==> config.mk <==
export PLATFORM = sky130hd
export DESIGN_NAME = program_loader
export DESIGN_NICKNAME = d
export VERILOG_FILES = /design/src/rtl/program_loader.sv
export SDC_FILE = /design/constraint.sdc
export NUM_CORES = 1
export LEC_CHECK = 0
export CELL_PAD_IN_SITES_DETAIL_PLACEMENT = 1
export CELL_PAD_IN_SITES_GLOBAL_PLACEMENT = 1
export CORE_ASPECT_RATIO = 1.1
export CORE_UTILIZATION = 37
export CTS_CLUSTER_DIAMETER = 50
export DETAILED_ROUTE_END_ITERATION = 10
export PLACE_DENSITY_LB_ADDON = 0.3
export SETUP_SLACK_MARGIN = 0.1
export SYNTH_ARGS = -nofsm -noshare
export SYNTH_HDL_FRONTEND = slang
export SYNTH_SLANG_ARGS = --single-unit
==> constraint.sdc <==
create_clock -name clk -period 2.1 [get_ports clk]
set_input_delay 0.315 -clock clk [delete_from_list [all_inputs] [get_ports clk]]
set_output_delay 0.315 -clock clk [all_outputs]
set_load 0.03 [all_outputs]
==> src/rtl/program_loader.sv <==
// Boot-time UART program loader: announces 0x99, receives a 32-bit size and the
// program bytes, writes big-endian packed words into imem, answers 0xAA, releases the CPU.
module program_loader #(
   parameter int unsigned ADDR_WIDTH = 14
) (
   input  logic                  clk,
   input  logic                  reset_n,
   input  logic                  rx_valid,
   input  logic [7:0]            rx_data,
   input  logic                  tx_ready,
   output logic                  tx_valid,
   output logic [7:0]            tx_data,
   output logic                  imem_we,
   output logic [ADDR_WIDTH-1:0] imem_addr,
   output logic [31:0]           imem_wdata,
   output logic                  busy,
   output logic                  boot_done,
   output logic                  error
);

   localparam int unsigned CW       = ADDR_WIDTH + 2;
   localparam logic [32:0] MAX_SIZE = 33'(64'd1 << CW);

   typedef enum logic [2:0] {
      S_INIT,
      S_SEND_99,
      S_RECV_SIZE,
      S_RECV_PROG,
      S_SEND_AA,
      S_DONE,
      S_ERROR
   } state_t;

   state_t                  state_q, state_d;
   logic [31:0]             size_q;
   logic [1:0]              size_cnt_q;
   logic [CW-1:0]           byte_cnt_q;
   logic [23:0]             word_q;
   logic                    last_wr_q;
   logic                    we_q;
   logic [ADDR_WIDTH-1:0]   addr_q;
   logic [31:0]             wdata_q;

   logic [31:0]             size_full;
   logic [31:0]             byte_next;
   logic                    last_byte;
   logic                    rx_size;
   logic                    rx_prog;

   assign size_full = {size_q[23:0], rx_data};
   // 32-bit compare so a maximum-size program is detected even though byte_cnt_q wraps
   assign byte_next = 32'(byte_cnt_q) + 32'd1;
   assign last_byte = (byte_next == size_q);
   assign rx_size   = (state_q == S_RECV_SIZE) && rx_valid;
   assign rx_prog   = (state_q == S_RECV_PROG) && rx_valid && !last_wr_q;

   always_comb begin
      state_d   = state_q;
      tx_valid  = 1'b0;
      tx_data   = 8'h00;
      busy      = 1'b1;
      boot_done = 1'b0;
      error     = 1'b0;
      case (state_q)
         S_INIT: state_d = S_SEND_99;
         S_SEND_99: begin
            tx_valid = 1'b1;
            tx_data  = 8'h99;
            if (tx_ready) state_d = S_RECV_SIZE;
         end
         S_RECV_SIZE: begin
            if (rx_valid && size_cnt_q == 2'd3) begin
               if (size_full == 32'd0)
                  state_d = S_SEND_AA;
               else if (size_full[1:0] != 2'b00 || {1'b0, size_full} > MAX_SIZE)
                  state_d = S_ERROR;
               else
                  state_d = S_RECV_PROG;
            end
         end
         S_RECV_PROG: if (last_wr_q) state_d = S_SEND_AA;
         S_SEND_AA: begin
            tx_valid = 1'b1;
            tx_data  = 8'hAA;
            if (tx_ready) state_d = S_DONE;
         end
         S_DONE: begin
            busy      = 1'b0;
            boot_done = 1'b1;
         end
         S_ERROR: begin
            busy  = 1'b0;
            error = 1'b1;
         end
         default: state_d = S_INIT;
      endcase
   end

   always_ff @(posedge clk) begin
      if (!reset_n) begin
         state_q    <= S_INIT;
         size_q     <= '0;
         size_cnt_q <= '0;
         byte_cnt_q <= '0;
         word_q     <= '0;
         last_wr_q  <= 1'b0;
         we_q       <= 1'b0;
         addr_q     <= '0;
         wdata_q    <= '0;
      end else begin
         state_q <= state_d;
         we_q    <= 1'b0;
         if (rx_size) begin
            size_q     <= size_full;
            size_cnt_q <= size_cnt_q + 2'd1;
         end
         if (rx_prog) begin
            byte_cnt_q <= byte_cnt_q + CW'(1);
            word_q     <= {word_q[15:0], rx_data};
            if (byte_cnt_q[1:0] == 2'd3) begin
               we_q      <= 1'b1;
               addr_q    <= byte_cnt_q[CW-1:2];
               wdata_q   <= {word_q, rx_data};
               last_wr_q <= last_byte;
            end
         end
      end
   end

   assign imem_we    = we_q;
   assign imem_addr  = addr_q;
   assign imem_wdata = wdata_q;

endmodule
-- Word-level counts from Yosys, hierarchy flattened
Index checks and enable logic that the tools add are counted.
- $add $sub $neg: 3
- order comparisons: 1
- equal/unequal tests: 13
- mux-type cells: 13
- bitwise operators: 1
- reductions and logical operators: 14
- operators with widths (operator ; number):
    equality test 17 x 32 -> 1 bit ; 1
    greater-than comparator 32 x 17 -> 1 bit, second input constant ; 1
    zero test 32 bit ; 1
    two-way mux 3 bit ; 6
    one-hot mux 3 bit (6 select lines) ; 1
    adder 16 x 1 -> 17 bit, second input constant ; 1
    adder 16 x 1 -> 16 bit, second input constant ; 1
    one-hot mux 8 bit (2 select lines) ; 1
    equality test 3 bit, second input constant ; 3
    equality test 3 x 2 -> 1 bit, second input constant ; 2
    inequality test 2 bit, second input constant ; 3
    two-way mux 1 bit ; 5
    AND reduction 5 bit ; 1
    equality test 2 bit, second input constant ; 2
    logical AND 1 bit ; 4
    AND reduction 2 bit ; 2
    OR reduction 2 bit ; 2
    equality test 3 x 1 -> 1 bit, second input constant ; 1
    zero test 3 bit ; 1
    adder 2 x 1 -> 2 bit, second input constant ; 1
    inequality test 2 x 1 -> 1 bit, second input constant ; 1
    nonzero test 2 bit ; 1
    zero test 1 bit ; 1
    logical OR 1 bit ; 1
    NOT 1 bit ; 1
- bits in registers: 125
- input bits: 12
- output and inout port bits: 59
- word-level logic and storage cells: 54

-- Depth between registers and ports, before layout
Gate-level depths: netlist (run 1).
- word-level depth: 6
- mapped depth: 8
- gate-level depth less buffers: 7

-- Worst setup path before layout (run 1)
OpenSTA, ideal clock, no wires.
- path kind: reg2out
- start: register state_q[2]
- end: output tx_data[3]
- data arrival time: 2005 ps
- required time: 1785 ps
- slack: -220 ps
- stages on the path, launching flop included: 5
- path buffers: 2
- path through: dfxtp_1 clkbuf_1 nor3b_1 or2_2 buf_4
- cells in the longest elaborated chain, start to end: 2
- elaborated cells on any way between the ends: 3
- those cells by class: eq/ne (2); mux (1)
- RTL lines (item ; line ; RTL):
    start: declaration ; 34 ; state_t state_q, state_d;
    start signal: assignment ; 111 ; state_q <= state_d;
    equality test 3 bit or equality test 3 x 1 -> 1 bit (tied branches) ; 64 ; case (state_q)
    one-hot mux 8 bit (2 select lines) (*) ; 64 ;
    end: declaration ; 12 ; output logic [7:0] tx_data,
Every way passes the cells marked *; elsewhere a longest branch is shown, timed or not.

-- Worst setup path in the final report (run 1)
- start: register byte_cnt_q[0]
- end: register last_wr_q
- cells in the longest elaborated chain, start to end: 2
- elaborated cells on any way between the ends: 4
- those cells by class: add/sub (1); eq/ne (2); reduce/logical (1)
- RTL lines (item ; line ; RTL):
    start: declaration ; 37 ; logic [CW-1:0] byte_cnt_q;
    start signal: assignment ; 118 ; byte_cnt_q <= byte_cnt_q + CW'(1);
    adder 16 x 1 -> 17 bit ; 52 ; assign byte_next = 32'(byte_cnt_q) + 32'd1;
    named net byte_next[1] ; 45 ; logic [31:0] byte_next;
    equality test 17 x 32 -> 1 bit ; 53 ; assign last_byte = (byte_next == size_q);
    end signal: assignment ; 124 ; last_wr_q <= last_byte;
    end: declaration ; 39 ; logic last_wr_q;
The timed path passes the listed nets, and every way through them passes these cells.
A chain may end at the register's enable or synchronous reset.

==> impl_metrics.py, run 1 <==
metrics = {
    "setup_path": {
        "crit_path_start_kind": "flip-flop",
        "rrSetupSlack_ps": 100,
        "crit_path_end_kind": "flip-flop",
        "path_class": "reg -> reg",
        "reg2reg_to": "last_wr_q",
        "worstPathMaxFanout": 2,
        "cp_data_required_time_ps": 2420,
        "worst-endpoint-arrival_ps": 2320,
        "worst-r2r-cell-count": 7,
        "critical_path.reg2reg.startpoint": "byte_cnt_q[0]",
    },
    "cts": {
        "worst_setup_hold_path_clk_slew_ps": 50,
        "cts.root.buffer_cell": "sky130_fd_sc_hd__clkbuf_16",
        "tritoncts.num_buffers": 17,
        "cts.path.max_buffers": 2,
        "cts.htree.levels": 4,
        "postCtsHoldBufs": 0,
        "number_of_sinks_on_the_clock_net": 125,
        "clock_insertion_delay_worst_skew_ps": 420,
        "cts_tree": "done",
    },
    "synth": {
        "mux_contribution_to_synthesized_area": 0.00181,
        "synth_warnings": 0,
        "combinational_family_with_the_most_area_after_synthesis": "simple AND/OR/NAND/NOR gates",
        "number_of_enable_type_register_cells_in_the_synthesized_netlist": 0,
        "yosys_register_bits": 125,
        "yosysUniqueCellTypes": 52,
        "synth-xor-area-share": 0.0585,
        "synth_async_sr_flop_share": 0,
        "synth_compound_gate_area_share": 0.182,
        "avgSynthCellArea_sq_um": 8.25,
        "synth.cell_area_sq_um": 5520,
        "synth_simple_gate_area_frac": 0.253,
        "yosys_most_used_dff": "sky130_fd_sc_hd__dfxtp_1",
        "synth-seq-area-share": 0.453,
        "adder_and_majority_gate_portion_of_the_synthesized_area": 0.00453,
        "post_synth_inst_count": 669,
    },
    "timing": {
        "timing.final.hold_violations": 0,
        "setup-violations-final": 0,
        "timing.hold.ws_ps": 308,
        "rsz0062_at_grt": "yes",
        "slew-limit-headroom": 0.626,
        "maxSlewViolCount": 0,
        "achievable-frequency_mhz": 501,
        "postLayoutSetupSlackWorst_ps": 104,
        "final.period_utilization": 0.951,
        "timing.setup.tns_ps": 0,
        "clock-skew-final_ps": 6.04,
        "worst_pin_slew_ps": 561,
        "finalCriticalPeriod_ps": 2000,
    },
    "power": {
        "leakage_uw": 0.00251,
        "cellPowerDensity_nw_per_um2": 805,
        "worst_ir_drop_vdd_uv": 513,
    },
    "grt": {
        "globalRoute.totalOverflow": 0,
        "grt_use_total": 0.205,
        "initial_antenna_violation_count": 0,
        "first_global_vias": 5079,
        "grt_start_max_net_pins": 67,
        "grt_first_pass_wirelength_um": 24900,
    },
    "floorplan": {
        "die_area_sq_um": 15400,
        "fp.dieW_um": 118,
        "die_height_um": 130,
        "initial_utilization": 0.381,
        "design.core.area_sq_um": 14500,
        "num_io_pins": 71,
        "rows": 46,
    },
    "detailed_routing": {
        "avgRoutedWirePerCell_um": 15.4,
        "postRouteAntennaNets": 0,
        "route.detailed.drc": 0,
        "dr_total_vias": 4762,
        "firstDrtPassIters": 5,
        "route.detailed.vias_per_inst": 5.01,
        "totalWireLength_um": 14700,
        "detailedRoute.firstIterationViolations": 183,
    },
    "placement": {
        "post_dp_cell_area_sq_um": 6560,
        "place_worst_setup_slack_ps": -47.3,
        "place_hpwl_um": 10500,
        "place.gp.congestion": 0.860,
        "io_buffers": 68,
        "placedCellCount": 920,
    },
    "final_layout": {
        "insertedDiodeCount": 0,
        "nets": 762,
        "fillerInstances": 1723,
        "drive_gt1_frac": 0.125,
        "stdcell_count": 951,
        "area_delta_synth_final_pct": 30.3,
        "post-route-cell-area_sq_um": 7190,
    },
    "worst_hold_path": {
        "worst_hold_path_type": "in -> reg",
        "worstHoldPathCells": 3,
        "whs_endpoint": "imem_we",
        "hp-start": "reset_n",
    },
    "status": {
        "status": "complete, no violations",
    },
    "flow_run": {
        "max-cap-violations": 0,
    },
}
## cells by family (layout without fill, tap and decap cells)
family          after synthesis  after routing
other cells                   1              2
simple gates                312            312
xor+xnor                     36             36
mux                           1              1
flops                       125            125
fa+ha+maj                     2              2
buf+inv                      56            145
compound gates              136            136
## stage by stage
stage	power, uW	util
2_1_floorplan	2740	-
3_3_place_gp	2890	0.453
3_5_place_dp	2900	0.453
4_1_cts	5850	0.493
5_1_grt	6000	0.496
6_report	5790	0.496
## worst max-delay path by stage
stage,startpoint,to,depth (start not counted)
floorplan,state_q[2],tx_data[3],4
global placement,size_q[31],last_wr_q,6
detailed placement,size_q[31],last_wr_q,6
CTS,state_q[1],tx_data[7],4
global route,byte_cnt_q[0],last_wr_q,7
finish,byte_cnt_q[0],last_wr_q,7
## worst max-delay path, stage by stage (launching register included)
cell                       delay [ps]
sky130_fd_sc_hd__dfxtp_2          330
sky130_fd_sc_hd__ha_4             240
sky130_fd_sc_hd__xnor2_1          130
sky130_fd_sc_hd__nand4_1          120
sky130_fd_sc_hd__or4_4            500
sky130_fd_sc_hd__a211oi_2         230
sky130_fd_sc_hd__nand4b_1         130
sky130_fd_sc_hd__o41ai_2          210
## where the power goes
part           switching, uW  total (uW)  leakage, uW  internal (uW)
Clock                   1000        2940     0.000289           1940
Combinational            241         406      0.00121            165
Sequential              37.4        2440      0.00101           2400
Total                   1280        5790      0.00251           4500
## state kept, by name, summed over array words and instances, names as in the netlist
name and flops:
state_q 3, imem_wdata 32, size_cnt_q 2, word_q 24, last_wr_q 1, imem_we 1
size_q 32, imem_addr 14, byte_cnt_q 16
## cell usage after synthesis (3+ instances only)
cell	n	area (sq um)
sky130_fd_sc_hd__nand2_1	223	837
sky130_fd_sc_hd__dfxtp_1	125	2500
sky130_fd_sc_hd__a21boi_0	106	796
sky130_fd_sc_hd__clkbuf_1	33	124
sky130_fd_sc_hd__xnor2_1	23	201
sky130_fd_sc_hd__and2_1	17	106
sky130_fd_sc_hd__xor2_1	12	105
sky130_fd_sc_hd__nor2_1	11	41.3
sky130_fd_sc_hd__buf_2	10	50.1
sky130_fd_sc_hd__nor4_1	10	62.6
sky130_fd_sc_hd__o21ai_0	8	40.0
sky130_fd_sc_hd__nand3_1	7	35.0
sky130_fd_sc_hd__nand4_1	7	43.8
sky130_fd_sc_hd__buf_4	6	45.0
sky130_fd_sc_hd__a31oi_1	5	31.3
sky130_fd_sc_hd__nor2b_1	5	31.3
sky130_fd_sc_hd__nor3_1	5	25.0
sky130_fd_sc_hd__a21oi_1	4	20.0
sky130_fd_sc_hd__inv_1	4	15.0
sky130_fd_sc_hd__and3_1	3	18.8
sky130_fd_sc_hd__and4_1	3	26.3
sky130_fd_sc_hd__nor3b_1	3	22.5
sky130_fd_sc_hd__or2_2	3	18.8
sky130_fd_sc_hd__or3_1	3	18.8
## per-layer routing
metal	track usage	vias to the layer above	part of all wire
li1	-	2370	-
met3	0.0494	25	0.029
met2	0.348	80	0.49
met1	0.248	2287	0.46
met4	0.0953	0	0.023
met5	0	-	0
## layout by cell type (no fill, tap or decap), drive strengths merged, types with 12 or more instances in the layout
cell | Yosys | final
nand2 | 223 | 223
dfxtp | 125 | 125
a21boi | 108 | 108
clkdlybuf4s50 | 0 | 57
buf | 19 | 47
clkbuf | 33 | 24
xnor2 | 23 | 23
and2 | 17 | 17
xor2 | 13 | 13
nor2 | 12 | 12
## area by class of cell
type | instances | area [sq um] | share of cell area
Tap cell | 192 | 240 | 0.0334
Clock buffer | 23 | 478 | 0.0665
Sequential cell | 125 | 2510 | 0.349
Timing Repair Buffer | 111 | 1000 | 0.140
Clock inverter | 7 | 113 | 0.0157
Multi-Input combinational cell | 489 | 2830 | 0.394
Inverter | 4 | 15.0 | 0.00209
## timing repair
item                                    4_1_cts  5_1_grt
pin swaps                                     0        3
cloned                                        0        0
resized for setup                            14       16
endpoints found under the setup margin       10        9
hold endpoints to repair                      0        0
buffers inserted                              0        1
(Power assumes the default switching activity.)
==> run 2, diff against run 1 <==
- CORE_ASPECT_RATIO: 1.1 -> 1.2
- SETUP_SLACK_MARGIN: 0.1 -> 0.3
==> run 2 against run 1 <==
Critical path depth is the same. Sequential power is essentially flat. Cell count grew 1.1%. Via count grew 0.76%. Clock-buffer cell count shrank 4. Die area is essentially flat. Clock skew grew 0.95 ps. Non-clock buffer count is the same. Final area grew 1.2%.
==> impl_metrics.py, run 2 (synthesis results as in run 1) <==
metrics = {
    "timing": {
        "maxSlewViolCount": 0,
        "timing.final.hold_violations": 0,
        "finalCriticalPeriod_ps": 2010,
        "achievable-frequency_mhz": 499,
        "rsz0062_at_grt": "yes",
        "setup-violations-final": 0,
        "clock-skew-final_ps": 6.99,
        "final.period_utilization": 0.955,
        "timing.setup.tns_ps": 0,
        "postLayoutSetupSlackWorst_ps": 94.6,
    },
    "setup_path": {
        "crit_path_end_kind": "flip-flop",
        "critPathMaxStageDelay_ps": 500,
        "path_class": "reg -> reg",
        "critical_path.cell_chain": "ha_4, xnor2_2, nand4_1, or4_4, a211oi_2, nand4b_1, o41ai_2",
        "crit_path_start_kind": "flip-flop",
        "worst-endpoint-arrival_ps": 2330,
        "cp_data_required_time_ps": 2430,
        "worst_path_max_delay_cell": "sky130_fd_sc_hd__or4_4",
        "rrSetupSlack_ps": 90,
        "worstPathMaxFanout": 2,
    },
    "final_layout": {
        "top_library_cells_by_usage_in_the_layout_fill_and_taps_aside": "221 x sky130_fd_sc_hd__nand2_1, 117 x sky130_fd_sc_hd__dfxtp_1, 106 x sky130_fd_sc_hd__a21boi_0, 55 x sky130_fd_sc_hd__clkdlybuf4s50_1, 39 x sky130_fd_sc_hd__buf_4",
        "drive_gt1_frac": 0.159,
        "mostFrequentLayoutCell": "sky130_fd_sc_hd__nand2_1",
        "utilization": 0.503,
        "post-route-cell-area_sq_um": 7280,
        "insertedDiodeCount": 0,
        "area_delta_synth_final_pct": 31.8,
        "nets": 762,
        "fillerInstances": 1711,
    },
    "placement": {
        "io_buffers": 68,
        "place_worst_setup_slack_ps": -76.5,
        "place.gp.congestion": 0.846,
        "place_hpwl_um": 10500,
        "post_dp_cell_area_sq_um": 6610,
    },
    "floorplan": {
        "design.core.area_sq_um": 14500,
        "die_height_um": 136,
        "fp.dieW_um": 114,
        "die_area_sq_um": 15400,
        "initial_utilization": 0.381,
        "num_io_pins": 71,
        "rows": 48,
    },
    "cts": {
        "cts.htree.levels": 4,
        "cts.root.buffer_cell": "sky130_fd_sc_hd__clkbuf_16",
        "clock_insertion_delay_worst_skew_ps": 420,
        "postCtsHoldBufs": 0,
        "cts.path.max_buffers": 2,
        "cts_tree": "done",
        "number_of_sinks_on_the_clock_net": 125,
        "worst_setup_hold_path_clk_slew_ps": 60,
        "tritoncts.num_buffers": 17,
    },
    "detailed_routing": {
        "avgRoutedWirePerCell_um": 15.7,
        "firstDrtPassIters": 4,
        "route.detailed.drc": 0,
        "route.detailed.vias_per_inst": 4.99,
        "detailedRoute.firstIterationViolations": 157,
        "totalWireLength_um": 15100,
        "dr_total_vias": 4798,
        "postRouteAntennaNets": 0,
    },
    "power": {
        "worst_ir_drop_vdd_uv": 508,
        "cellPowerDensity_nw_per_um2": 773,
        "leakage_uw": 0.00251,
    },
    "grt": {
        "initial_antenna_violation_count": 0,
        "globalRoute.totalOverflow": 0,
        "first_global_vias": 4933,
        "grt_first_pass_wirelength_um": 24900,
        "grt_use_total": 0.208,
        "grt_start_max_net_pins": 125,
    },
    "flow_run": {
        "max-cap-violations": 0,
    },
    "status": {
        "status": "complete, no violations",
    },
    "worst_hold_path": {
        "worst_hold_path_type": "in -> reg",
    },
}
-- run 2: changes by cell type in the layout (fill, tap and decap cells not counted), sizes merged --
cell | before | now
clkdlybuf4s18 | 0 | 2
buf | 47 | 50
clkbuf | 24 | 21
clkdlybuf4s50 | 57 | 55
clkdlybuf4s15 | 1 | 0
bufinv | 3 | 0
dlymetal6s2s | 1 | 2
inv | 4 | 9
clkinvlp | 1 | 5
dlygate4sd2 | 4 | 0
-- run 2: worst paths after layout --
kind / startpoint / endpoint / cells after the start
setup / recovery: byte_cnt_q[1] / last_wr_q / 7
setup reg to reg: byte_cnt_q[1] / last_wr_q / 7
hold / removal: reset_n / imem_we / 3
hold reg to reg: imem_wdata[30] / imem_wdata[30] / 2
-- run 2: through the flow --
| step | hold WS [ps] | total power, uW | instances |
|---|---|---|---|
| after detailed placement | 457 | 2910 | 926 |
| after global placement | 451 | 2900 | 926 |
| after CTS | 357 | 5670 | 961 |
| after global routing | 360 | 5820 | 961 |
| after floorplan | 418 | 2750 | 670 |
| final | 360 | 5630 | 961 |
-- run 2: worst max-delay path: cells and delay by family, from the launching register on --
kind | cells | cell delay, ps
adders and majority gates | 1 | 280
and+or+nand+nor | 3 | 770
xor gates and xnor gates | 1 | 110
AOI/OAI and AO/OA | 2 | 390
DFF | 1 | 350
-- run 2: where the power goes --
group | internal (uW) | total [uW] | switching, uW
registers | 2400 | 2430 | 36.9
clock network | 1590 | 2740 | 1150
logic | 194 | 449 | 254
-- run 2: routing by layer --
metal	share of wire	vias up	global-route usage
li1	-	2380	-
met1	0.44	2332	0.245
met2	0.51	61	0.364
met3	0.024	25	0.0446
met4	0.022	0	0.0914
met5	0	-	0
-- run 2: what timing repair did --
item | CTS | global route
endpoints found under the setup margin | 30 | 30
buffers inserted | 3 | 0
pin swaps | 2 | 3
gates resized for setup | 56 | 25
endpoints found under the hold margin | 0 | 0
-- run 2: final cells by class --
cell class / instances / area [sq um] / share of cell area
Tap cell: 200 / 250 / 0.0344
Timing Repair Buffer: 111 / 1040 / 0.143
Sequential cell: 125 / 2520 / 0.347
Clock inverter: 13 / 104 / 0.0143
Inverter: 4 / 17.5 / 0.00241
Multi-Input combinational cell: 489 / 2890 / 0.397
Clock buffer: 19 / 454 / 0.0624
